### config.mk
export PLATFORM = sky130hd
export DESIGN_NAME = out_capture_fifo
export DESIGN_NICKNAME = d
export VERILOG_FILES = /design/src/rtl/out_capture_fifo.sv
export SDC_FILE = /design/constraint.sdc
export NUM_CORES = 1
export LEC_CHECK = 0
export ABC_AREA = 1
export CORE_ASPECT_RATIO = 1.2
export CORE_MARGIN = 2
export CORE_UTILIZATION = 60
export DETAILED_ROUTE_END_ITERATION = 8
export PLACE_DENSITY_LB_ADDON = 0.05
export RECOVER_POWER = 50
export SYNTH_ARGS = -nofsm -noshare
export SYNTH_HDL_FRONTEND = slang
export SYNTH_SLANG_ARGS = --single-unit
### constraint.sdc
create_clock -name clk -period 4.9 [get_ports clk]
set_clock_uncertainty 0.05 [all_clocks]
set_input_delay 1.225 -clock clk [delete_from_list [all_inputs] [get_ports clk]]
set_output_delay 1.225 -clock clk [all_outputs]
set_load 0.03 [all_outputs]
### src/rtl/out_capture_fifo.sv
// Captures the processor result bus into a first-word-fall-through FIFO; OUT_CAPTURE_TIMESTAMP_EN adds per-entry cycle stamps.
// Latency: a sample pushed into an empty FIFO is on dout right after its push edge.
// Backpressure: head holds while dout_ready is low; samples arriving when full are dropped and flagged.

module out_capture_fifo_core #(
  parameter int W          = 4,
  parameter int DEPTH      = 8,
  parameter int ADDR_WIDTH = 3
) (
  input  logic                  clk,
  input  logic                  rst,
  input  logic                  push,
  input  logic                  pop,
  input  logic [W-1:0]          wdat,
  output logic [W-1:0]          rdat,
  output logic [ADDR_WIDTH:0]   count
);
  localparam logic [ADDR_WIDTH:0] DEPTH_C = (ADDR_WIDTH+1)'(DEPTH);

  logic [W-1:0]            mem [DEPTH];
  logic [ADDR_WIDTH-1:0]   wr_ptr;
  logic [ADDR_WIDTH-1:0]   rd_ptr;
  logic [ADDR_WIDTH-1:0]   rd_ptr_nxt;
  logic [ADDR_WIDTH:0]     count_nxt;
  logic [ADDR_WIDTH:0]     remaining;
  logic [W-1:0]            rdat_nxt;
  logic                    pop_ok;
  logic                    push_ok;

  assign pop_ok  = pop && (count != '0);
  assign push_ok = push && ((count != DEPTH_C) || pop_ok);

  always_ff @(posedge clk) begin
    if (rst && push_ok) begin
      mem[wr_ptr] <= wdat;
    end
  end

  // Head is registered so the output never depends combinationally on the write side.
  always_comb begin
    rd_ptr_nxt = rd_ptr + ADDR_WIDTH'(pop_ok);
    remaining  = count - (ADDR_WIDTH+1)'(pop_ok);
    rdat_nxt   = rdat;
    if (remaining != '0) begin
      rdat_nxt = mem[rd_ptr_nxt];
    end else if (push_ok) begin
      rdat_nxt = wdat;
    end
  end

  always_comb begin
    count_nxt = count;
    case ({push_ok, pop_ok})
      2'b10:   count_nxt = count + 1'b1;
      2'b01:   count_nxt = count - 1'b1;
      default: count_nxt = count;
    endcase
  end

  always_ff @(posedge clk) begin
    if (!rst) begin
      wr_ptr <= '0;
      rd_ptr <= '0;
      count  <= '0;
      rdat   <= '0;
    end else begin
      if (push_ok) begin
        wr_ptr <= wr_ptr + 1'b1;
      end
      rd_ptr <= rd_ptr_nxt;
      count  <= count_nxt;
      rdat   <= rdat_nxt;
    end
  end
endmodule

module out_capture_fifo #(
  parameter int BIT_WIDTH  = 4,
  parameter int DEPTH      = 8,
  parameter int ADDR_WIDTH = 3
) (
  input  logic                  clk,
  input  logic                  rst,
  input  logic [BIT_WIDTH-1:0]  din,
  input  logic                  din_en,
  input  logic                  cap_mode,
  output logic [BIT_WIDTH-1:0]  dout,
  output logic                  dout_valid,
  input  logic                  dout_ready,
  output logic [ADDR_WIDTH:0]   count,
  output logic                  full,
  output logic                  empty,
  output logic                  overflow,
  input  logic                  clr_ovf
`ifdef OUT_CAPTURE_TIMESTAMP_EN
  ,
  output logic [7:0]            dout_ts
`endif
);
  localparam logic [ADDR_WIDTH:0] DEPTH_C = (ADDR_WIDTH+1)'(DEPTH);
`ifdef OUT_CAPTURE_TIMESTAMP_EN
  localparam int FW = BIT_WIDTH + 8;
`else
  localparam int FW = BIT_WIDTH;
`endif

  logic [BIT_WIDTH-1:0] prev;
  logic                 prev_valid;
  logic                 cand;
  logic                 pop;
  logic                 push;
  logic                 drop;
  logic [FW-1:0]        wdat;
  logic [FW-1:0]        rdat;

  assign full       = (count == DEPTH_C);
  assign empty      = (count == '0);
  assign dout_valid = !empty;

  // The first enabled sample after reset always counts as a change.
  assign cand = din_en && (!cap_mode || !prev_valid || (din != prev));
  assign pop  = dout_valid && dout_ready;
  assign push = cand && (!full || pop);
  assign drop = cand && full && !pop;

`ifdef OUT_CAPTURE_TIMESTAMP_EN
  logic [7:0] ts_cnt;

  always_ff @(posedge clk) begin
    if (!rst) begin
      ts_cnt <= '0;
    end else begin
      ts_cnt <= ts_cnt + 8'd1;
    end
  end

  assign wdat    = {ts_cnt, din};
  assign dout_ts = rdat[FW-1:BIT_WIDTH];
`else
  assign wdat = din;
`endif
  assign dout = rdat[BIT_WIDTH-1:0];

  out_capture_fifo_core #(
    .W          (FW),
    .DEPTH      (DEPTH),
    .ADDR_WIDTH (ADDR_WIDTH)
  ) u_fifo (
    .clk   (clk),
    .rst   (rst),
    .push  (push),
    .pop   (pop),
    .wdat  (wdat),
    .rdat  (rdat),
    .count (count)
  );

  always_ff @(posedge clk) begin
    if (!rst) begin
      prev       <= '0;
      prev_valid <= 1'b0;
    end else if (din_en) begin
      prev       <= din;
      prev_valid <= 1'b1;
    end
  end

  // A drop in the same cycle as a clear leaves the flag set.
  always_ff @(posedge clk) begin
    if (!rst) begin
      overflow <= 1'b0;
    end else if (drop) begin
      overflow <= 1'b1;
    end else if (clr_ovf) begin
      overflow <= 1'b0;
    end
  end
endmodule
; ---- Word-level counts from Yosys, hierarchy flattened
; Memory sizes are Yosys's and may differ from the RTL's.
; Cells that the tools add are included.
; W data, S select, Z words.
[op_classes]
addsub = 5
n_eq_ne = 5
n_mux = 7
n_reduce_logical = 23
[ops]
columns = cell, n
row1 = $logic_and A1 B1 Y1, 8
row2 = $mux W4, 2
row3 = $pmux W4 S2, 1
row4 = $reduce_bool A4 Y1, 2
row5 = $reduce_bool A2 Y1, 3
row6 = $logic_not A1 Y1, 5
row7 = $add A4 B1 Y4 const B, 1
row8 = $eq A4 B4 Y1 const B, 1
row9 = $logic_not A4 Y1, 1
row10 = $logic_or A1 B1 Y1, 4
row11 = $mux W1, 4
row12 = $ne A4 B4 Y1, 1
row13 = $ne A4 B4 Y1 const B, 1
row14 = $sub A4 B1 Y4, 1
row15 = $sub A4 B1 Y4 const B, 1
row16 = $add A3 B1 Y3, 1
row17 = $add A3 B1 Y3 const B, 1
row18 = $eq A2 B1 Y1 const B, 1
row19 = $eq A2 B2 Y1 const B, 1
[word_totals]
regBits = 20
ram_bits = 32
input_bits = 10
output_inout_bits = 12
n_memories = 1
[memory_table]
columns = memory, words, width, read_ports, rd_clocked_by_memory_dff, wr, line
row1 = u_fifo.mem, 8, 4, 1, 0, 1, 20  ; logic [W-1:0] mem [DEPTH];

; ---- Longest topological paths before layout
[depth]
depth_word = 9
mapped_depth = 16
depth_no_buf = 15

; ---- Hierarchy
; From an unflattened synthesis, not the netlist that was laid out.
[hier_totals]
cells_unflattened = 271
area_unflattened_um2 = 2476.1
[by_module_without_submodules]
columns = module, instances, cells_per_inst, area_per_inst_um2, seq_area_each_um2
row1 = out_capture_fifo_core, 1, 214, 2142.1, 1241.2
row2 = out_capture_fifo, 1, 57, 334.1, 120.1

; ---- Worst setup path after synthesis
; Ideal clock, no wire load.
[synth_path]
path_type = in2reg
startpoint = input port din[0]
endpoint = register u_fifo.count[3]
arrival_time_ns = 2.770
slack_ns = 1.967
stages = 14
path_buffers = 0
cell_sequence = inv_1 > nand2_1 > nand2_1 > nor2_1 > nand3_2 > nand3_4 > ha_1 > ha_1 > a21oi_1 > nand2_1 > o21ai_0 > nand2_1 > nand2_1 > nor2_1
[synth_via]
elab_chain_len = 7
[synth_rtl]
columns = element, line
row1 = "start, declared", 84  ; input logic [BIT_WIDTH-1:0] din,
row2 = $ne A4 B4 Y1 (*), 121  ; assign cand = din_en && (!cap_mode || !prev_valid || (din != prev));
row3 = $logic_or A1 B1 Y1 (*), 121
row4 = $logic_and A1 B1 Y1 (*), 121
row5 = $logic_and A1 B1 Y1 (*), 123  ; assign push = cand && (!full || pop);
row6 = $logic_and A1 B1 Y1 (*), 31  ; assign push_ok = push && ((count != DEPTH_C) || pop_ok);
row7 = $eq A2 B1 Y1 or $eq A2 B2 Y1 (tied branches), 53  ; case ({push_ok, pop_ok})
row8 = $pmux W4 S2 or $reduce_bool A2 Y1 (tied branches), -
row9 = "end signal, assigned", 71  ; count <= count_nxt;
row10 = "end, declared", 16  ; output logic [ADDR_WIDTH:0] count
; Mark *: on every way between the ends. The rest lies on a longest branch, timed or not.
; A chain may end at the register's enable or synchronous reset.

; ---- Final worst setup path
[layout_path]
startpoint = input port din[2]
endpoint = register u_fifo.count[3]
; Same word-level chain as after synthesis.

==> flow_summary.toml <==
[global_routing]
antenna_found_initial = 0
first_global_vias = 1737
grt_max_degree = 19
grt_overflow_total = 0
gr-usage-all-layers_pct = 22.2
grt_pass1_wl_mm = 7.85

[floorplan]
io_pins = 22
die-area_um2 = 4590
placementRows = 25
dieWidth_um = 62.2
start_util_pct = 62.3
fp.coreArea_um2 = 3910
die-height_um = 73.8

[timing]
slew_headroom_pct = 51.5
worstMarginPinSlew_ns = 0.722
drv_slew = 0
whs_ns = 0.425
tns_ns = 0
timing.fmax_ghz = 0.274
post-route-min-period_ns = 3.65
period_share_pct = 74.6
hold_viol = 0
rsz0062_at_grt = "false"
setup_viol = 0

[pwr]
total_power_mw = 1.46
power.leakage_nw = 1.19
ir_drop_mv = 0.409
p_per_area_nw_per_um2 = 529

[drt]
ant_nets = 0
num_vias = 1738
viasPerCell = 5.04
drt_pass1_iterations = 4
wl_mm = 4.49
wire_per_inst_um = 13.0
drcViolationCount = 0
drt_iter0_drc = 127

[layout]
diodes = 0
fillers = 304
synthToLayoutAreaGrowth_pct = 13.1
design_area_um2 = 2760
drive_gt1_share_pct = 6.53
nNetsFinal = 309

[setup_path]
crit_chain = "dlygate4sd3_1 > inv_1 > nand2_1 > nand2_1 > nor2_1 > nand3_2 > nand3_4 > ha_1 > ha_1 > a21oi_1 > nand2_1 > a21oi_1 > o21ai_0 > nand2_1 > nand2_1 > nor2_1"
criticalPathCategory = "in2reg"
critPathLaunchType = "input port"
path_buf_inv = 2
critPathArrivalTime_ns = 3.84
required_ns = 5.08
cp_common_cell = "nand2_1"
critPathMaxFanout = 11
critPathSlowestCell = "dlygate4sd3_1"
critPathCaptureType = "flip-flop"
cp_top_family = "buffers and inverters"
cp_slowest_stage_delay_ns = 0.79

[clock_network]
cts-root-buf = "clkbuf_8"
clockBufferDepth = 2
htreeDepth = 2
clkLatencyLatePin_ns = 0.29
cts_setup_buffers = 0
clock_sinks = 52
cts-resized-gates = 0
hold_buffers = 0
clkTransAtPathRegs_ns = 0.09
cts_buffers = 5
cts_tree = "built"

[min_path]
hp-class = "reg2reg"

[flow_run]
maxCapViolCount = 0

[logic_synthesis]
postSynthAreaPerCell_um2 = 9.09
synth.largest_area_cell = "edfxtp_1"
synth_top_area_share_pct = 39.4
ys_seq_elements = 52
ys.warnings.count = 0
synthTopCellsByArea = "edfxtp_1 39%, dfxtp_1 16%, nand2_1 11%"
syn_nets = 286
synthDistinctLibCells = 26
netlist_instances = 268
ys_seq_area_share_pct = 55.9
netlist_area_um2 = 2440

[placed_design]
hpwlAfterDp_mm = 3.22
port_buffers = 21
gp_congestion = 0.877
postPlaceCellArea_um2 = 2680

[status]
status = "completed"
[final timing paths]
kind	from	end	slack [ns]	cells past startpoint
worst max-delay path	din[2]	u_fifo.count[3]$_SDFFE_PN0P_	1.25	16
worst min-delay path	overflow$_SDFFE_PN0P_	overflow$_SDFFE_PN0P_	0.43	2
worst max register to register	u_fifo.count[0]$_SDFFE_PN0P_	u_fifo.rdat[3]$_SDFFE_PN0P_	2.37	14
worst min register to register	overflow$_SDFFE_PN0P_	overflow$_SDFFE_PN0P_	0.43	2
[routing by layer]
layer | part of all wire [%] | vias to the layer above | global-route usage, %
met4 | 2.0 | 0 | 12.6
met1 | 47 | 773 | 28.3
li1 | - | 917 | -
met3 | 3.4 | 9 | 4.29
met2 | 47 | 39 | 36.0
met5 | 0 | - | 0
[power by group]
part / switching, mW / leakage, nW / internal (mW)
sequential: 0.0304 / 0.454 / 0.507
combinational: 0.453 / 0.696 / 0.242
clock: 0.129 / 0.0362 / 0.0964
[layout make-up]
type	instances	area (µm²)	share of cell area [%]
multi-input combinational	173	892	32.4
timing repair buffer	22	214	7.76
clock buffer	5	68.8	2.50
sequential	52	1360	49.4
inverter	37	141	5.13
tap	54	67.6	2.45
clock inverter	2	12.5	0.454
[synthesized netlist by cell type]
cell / number
nor3_1: 4
nand3_2: 4
nor2_1: 19
edfxtp_1: 32
xor2_1: 2
nor2_2: 2
buf_4: 1
buf_2: 1
xnor2_1: 3
inv_4: 1
a21oi_1: 14
nand2_1: 69
nand3b_1: 3
o21ai_0: 8
ha_1: 7
nand2_2: 1
o21ai_1: 3
buf_6: 2
inv_1: 34
nand3_4: 1
dfxtp_1: 20
clkbuf_1: 2
inv_2: 2
nand3_1: 31
nand2_4: 1
fa_1: 1
[cell families (layout without fill, tap and decap cells)]
kind of cell               count (synthesis)  after routing  synth area share, %
AOI/OAI and AO/OA                         25             25                 5.13
xor gates and xnor gates                   5              5                 1.80
adders and majority gates                  8              8                 4.41
buffers and inverters                     43             66                 7.55
DFF                                       52             52                 55.9
and+or+nand+nor                          135            135                 25.3
[worst register-to-register path: cells and delay by family (launching register included)]
| kind | cells | cell delay [ns] |
|---|---|---|
| DFF | 1 | 0.36 |
| and+or+nand+nor | 9 | 0.84 |
| adders and majority gates | 1 | 0.74 |
| buffers and inverters | 3 | 0.33 |
| AOI/OAI and AO/OA | 1 | 0.11 |
[layout by cell type (no fill, tap or decap), types with 3 or more instances in the layout]
master / synthesis / routed
dlygate4sd3_1: 0 / 13
inv_1: 34 / 34
nor2_1: 19 / 19
nand2_1: 69 / 69
o21ai_1: 3 / 3
o21ai_0: 8 / 8
nand3_1: 31 / 31
a21oi_1: 14 / 14
nor3_1: 4 / 4
clkbuf_8: 0 / 5
ha_1: 7 / 7
xnor2_1: 3 / 3
clkdlybuf4s50_1: 0 / 8
nand3_2: 4 / 4
edfxtp_1: 32 / 32
nand3b_1: 3 / 3
dfxtp_1: 20 / 20
[per-stage QoR]
| stage | utilization (%) | setup slack, ns | instances |
|---|---|---|---|
| 6_report | 70.5 | 1.25 | 345 |
| 3_5_place_dp | 68.5 | 1.03 | 338 |
| 3_3_place_gp | 68.5 | 1.07 | 338 |
| 5_1_grt | 70.5 | 0.916 | 345 |
| 2_1_floorplan | - | 1.97 | 268 |
| 4_1_cts | 70.6 | 1.34 | 345 |
[registers in the layout, summed over array words and instances, names as in the netlist]
register,flops
u_fifo.count,4
prev,4
u_fifo.mem,32
u_fifo.rd_ptr,3
overflow,1
prev_valid,1
u_fifo.wr_ptr,3
u_fifo.rdat,4
Power figures use the tool's default switching activity.
